<file path="config.mk">
export PLATFORM = sky130hd
export DESIGN_NAME = rom_read_arbiter
export DESIGN_NICKNAME = d
export VERILOG_FILES = /design/src/rtl/rom_read_arbiter.sv
export SDC_FILE = /design/constraint.sdc
export NUM_CORES = 1
export LEC_CHECK = 0
export ABC_AREA = 1
export CAP_MARGIN = 25
export CORE_ASPECT_RATIO = 0.9
export CORE_MARGIN = 2
export CORE_UTILIZATION = 47
export CTS_CLUSTER_SIZE = 24
export DETAILED_ROUTE_END_ITERATION = 8
export GPL_ROUTABILITY_DRIVEN = 0
export HOLD_SLACK_MARGIN = 0.12
export PLACE_DENSITY = 0.89
export SYNTH_ARGS = -nofsm -noshare
export SYNTH_HDL_FRONTEND = slang
export SYNTH_SLANG_ARGS = --single-unit
</file>
<file path="constraint.sdc">
create_clock -name clk -period 6.7 [get_ports clk]
set_clock_uncertainty 0.15 [all_clocks]
set_input_delay 1.005 -clock clk [delete_from_list [all_inputs] [get_ports clk]]
set_output_delay 1.005 -clock clk [all_outputs]
set_load 0.1 [all_outputs]
</file>
<file path="src/rtl/rom_read_arbiter.sv">
// rom_read_arbiter: round-robin sharing of one asynchronous-read ROM among
// NUM_REQ requesters. One read is accepted per cycle. The accepted address is
// registered onto the ROM bus, and the data is registered one cycle later
// together with a one-hot tag naming the requester.
module rom_read_arbiter #(
   parameter int NUM_REQ    = 4,
   parameter int ADDR_WIDTH = 8,
   parameter int DATA_WIDTH = 8,
   localparam int ID_WIDTH  = $clog2(NUM_REQ)
) (
   input  logic                          clk,
   input  logic                          rst,
   input  logic [NUM_REQ-1:0]            req_valid,
   input  logic [NUM_REQ*ADDR_WIDTH-1:0] req_addr,
   output logic [NUM_REQ-1:0]            req_ready,
   output logic [NUM_REQ-1:0]            rsp_valid,
   output logic [DATA_WIDTH-1:0]         rsp_data,
   output logic [ADDR_WIDTH-1:0]         rom_addr,
   input  logic [DATA_WIDTH-1:0]         rom_data
);

   logic [ID_WIDTH-1:0]   rr_ptr;
   logic [ID_WIDTH-1:0]   next_ptr;
   logic [ID_WIDTH-1:0]   winner;
   logic [ID_WIDTH-1:0]   scan_id;
   logic [NUM_REQ-1:0]    grant;
   logic [ADDR_WIDTH-1:0] sel_addr;
   logic                  found;
   logic                  accept;
   logic                  s1_valid;
   logic [ID_WIDTH-1:0]   s1_id;
   int                    idx;

   // Scan requesters starting at rr_ptr, wrapping modulo NUM_REQ; the first valid one wins.
   // Nobody is granted while reset is held.
   always_comb begin
      grant   = '0;
      winner  = '0;
      scan_id = '0;
      found   = 1'b0;
      idx     = 0;
      if (!rst) begin
         for (int k = 0; k < NUM_REQ; k++) begin
            idx = int'(rr_ptr) + k;
            if (idx >= NUM_REQ) begin
               idx = idx - NUM_REQ;
            end
            scan_id = ID_WIDTH'(idx);
            if (!found && req_valid[scan_id]) begin
               found         = 1'b1;
               winner        = scan_id;
               grant[scan_id] = 1'b1;
            end
         end
      end
   end

   // Pick the winner's address slice and work out where the pointer goes after this grant.
   always_comb begin
      sel_addr = '0;
      for (int k = 0; k < NUM_REQ; k++) begin
         if (winner == ID_WIDTH'(k)) begin
            sel_addr = req_addr[k*ADDR_WIDTH +: ADDR_WIDTH];
         end
      end
      if (winner == ID_WIDTH'(NUM_REQ - 1)) begin
         next_ptr = '0;
      end else begin
         next_ptr = winner + 1'b1;
      end
   end

   assign req_ready = grant;
   assign accept    = found;

   // Pointer, address stage and response stage. Reset drops anything in flight.
   always_ff @(posedge clk) begin
      if (rst) begin
         rr_ptr    <= '0;
         rom_addr  <= '0;
         s1_valid  <= 1'b0;
         s1_id     <= '0;
         rsp_valid <= '0;
         rsp_data  <= '0;
      end else begin
         if (accept) begin
            rr_ptr   <= next_ptr;
            rom_addr <= sel_addr;
            s1_id    <= winner;
         end
         s1_valid <= accept;
         if (s1_valid) begin
            rsp_data  <= rom_data;
            rsp_valid <= {{(NUM_REQ-1){1'b0}}, 1'b1} << s1_id;
         end else begin
            rsp_valid <= '0;
         end
      end
   end

endmodule
</file>
==> flow_metrics.tcl <==
set metrics [dict create \
    cts_max_path_buffers 2 \
    ys_warn_count 0 \
    antenna_found_initial 0 \
    grt_usage_pct 20.7 \
    hp-start "s1_id[0]" \
    pre_cts_slack_ns 2.00 \
    core-area_um2 3450 \
    drcViolationCount 0 \
    yosysMostFrequentCell "nand2_1" \
    rsz0062_at_grt "false" \
    grt-ovfl-total 0 \
    grt_max_degree 24 \
    status "finished, final reports clean" \
    setup_viol 0 \
    ant_nets 0 \
    end_kind "output port" \
    drt_wl_total_mm 4.20 \
    crit_arrival_ns 3.58 \
    synth_edf_count 0 \
    antennaDiodeCount 0 \
    clock_sinks 25 \
    synth_top_area_cell "dfxtp_1" \
    grt_pass1_wl_mm 6.75 \
    path_max_fanout 14 \
    hold_viol 0 \
    dpl.hpwl_mm 3.39 \
    tns_ns 0 \
    power_density_nw_per_um2 516 \
    netlist_area_um2 1740 \
    ctsResizeCount 0 \
    start_kind "register" \
    synth_commonest_cells "nand2_1, dfxtp_1, inv_1, nor2_1, nand3_1" \
    cts_root_buf "clkbuf_8" \
    critPathKind "reg -> out" \
    hold_slack_ns 0.324 \
    cp_top_family "buffers and inverters" \
    period_needed_ns 4.73 \
    die_x_um 68.1 \
    drt_iter0_markers 97 \
    cp_slowest_cell "clkdlybuf4s50_1" \
    pin_count 70 \
    crit_path_cell_trace "inv_8 -> ha_1 -> inv_1 -> nand3_2 -> nand2_4 -> nand2_4 -> nor2_4 -> nand2_1 -> nand3_1 -> nand2_1 -> inv_1 -> clkdlybuf4s50_1" \
    ys.flop_type "dfxtp_1" \
    port_buffers 69 \
    path_clk_slew_ns 0.09 \
    cts_setup_buffers 0 \
    maxSlewViolCount 0 \
    r2r_start "rr_ptr[0]" \
    hold_path.class "reg -> reg" \
    synth_cells 243 \
    post_drt_via_cell_ratio 5.13 \
    setup_slack_ns 1.97 \
    synth_top_cell_area_share_pct 28.8 \
    synth_seq_area_share_pct 28.8 \
    htreeDepth 1 \
    first_pass_iters 4 \
    async_reset_ff_share_pct 0 \
    synth.area.top_cells "dfxtp_1, nand2_1, ha_1" \
    peakVddDrop_mv 0.289 \
    fin_crit_sh_pct 70.7 \
    required_ns 5.54 \
    drv_cap 0 \
    die_h_um 61.7 \
    tightest_slew_ns 0.993 \
    areaGrowthSynthToFinish_pct 43.8 \
    max_freq_mhz 211 \
    ctsHoldBuffers 0 \
    cts_tree "done" \
    drive_gt1_share_pct 12.0 \
    yosysUniqueCellTypes 30 \
    relSlewSlack_pct 33.6 \
    cpPeakStageDelay_ns 1.12 \
    synth_fp_nets 301 \
    crit_buf_inv 4 \
    die_area_um2 4200 \
    num_rows 20 \
    final_nets 368 \
    nFillCells 288 \
    wl_per_cell_um 11.9 \
    cp-startpoint "rr_ptr[0]" \
    grt_pass1_vias 1654 \
    start_util_pct 50.3 \
    cts_buffers 3 \
    worstSkewPairLatency_ns 0.27 \
    synth_seq_cells 25 \
    p_leak_uw 0.00117 \
    via_count 1810 \
    synth.avg_cell_area_um2 7.15 \
]
[cells by family after synthesis]
logic type,count (synthesis),share of synthesized area [%]
AOI/OAI and AO/OA,48,16.8
adders and majority gates,12,8.64
buffers and inverters,32,8.35
DFF,25,28.8
and+or+nand+nor,126,37.4
[final timing paths]
path	endpoint	slack, ns	depth (start not counted)
hold / removal	rsp_valid[2]	0.32	1
setup reg to reg	rom_addr[0]	3.13	19
setup / recovery	req_ready[1]	1.97	12
hold reg to reg	rsp_valid[2]	0.32	1
[registers in the layout (all words and copies together), names as in the netlist]
name / flops
s1_valid: 1
rsp_data: 8
rr_ptr: 2
s1_id: 2
rom_addr: 8
rsp_valid: 4
[final cells by class]
type                    instances  area, um^2  share of cell area (%)
inverters                      25         111                    4.46
clock inverters                 1        7.51                   0.300
flip-flops and latches         25         500                    20.0
clock buffers                   3        41.3                    1.65
multi-input cells             186        1090                    43.7
repair buffers                 69         691                    27.6
well taps                      44        55.1                    2.20
[per-layer routing]
layer | GRT usage (%) | part of all wire [%] | vias to the layer above
met3 | 4.02 | 8.0 | 4
met5 | 0 | 0 | -
met2 | 36.6 | 49 | 80
met4 | 6.86 | 0.81 | 0
met1 | 25.2 | 42 | 799
li1 | - | - | 927
[cell usage in the layout, fill, tap and decap left out, drive strengths merged, types with 3 or more instances in the layout]
cell	netlist	layout
a21oi	15	15
a22oi	4	4
clkbuf	6	3
clkdlybuf4s50	0	69
dfxtp	25	25
ha	12	12
inv	24	24
nand2	73	73
nand3	25	25
nor2	25	25
o211ai	6	6
o21ai	20	20
[through the flow]
| stage | power, uW | std cells | cell area, um^2 | util, % |
|---|---|---|---|---|
| floorplan | 1000 | 243 | 1740 | - |
| global placement | 1180 | 349 | 2450 | 70.9 |
| detailed placement | 1200 | 349 | 2450 | 70.9 |
| CTS | 1290 | 353 | 2500 | 72.4 |
| global route | 1380 | 353 | 2500 | 72.4 |
| finish | 1290 | 353 | 2500 | 72.4 |
[power by group]
| part | leakage, uW | switching, uW | internal [uW] |
|---|---|---|---|
| clock | 0.0000217 | 46.9 | 42.1 |
| sequential | 0.000207 | 43.2 | 190 |
| combinational | 0.000942 | 673 | 295 |
No activity file was read; power rests on OpenSTA's default activity.
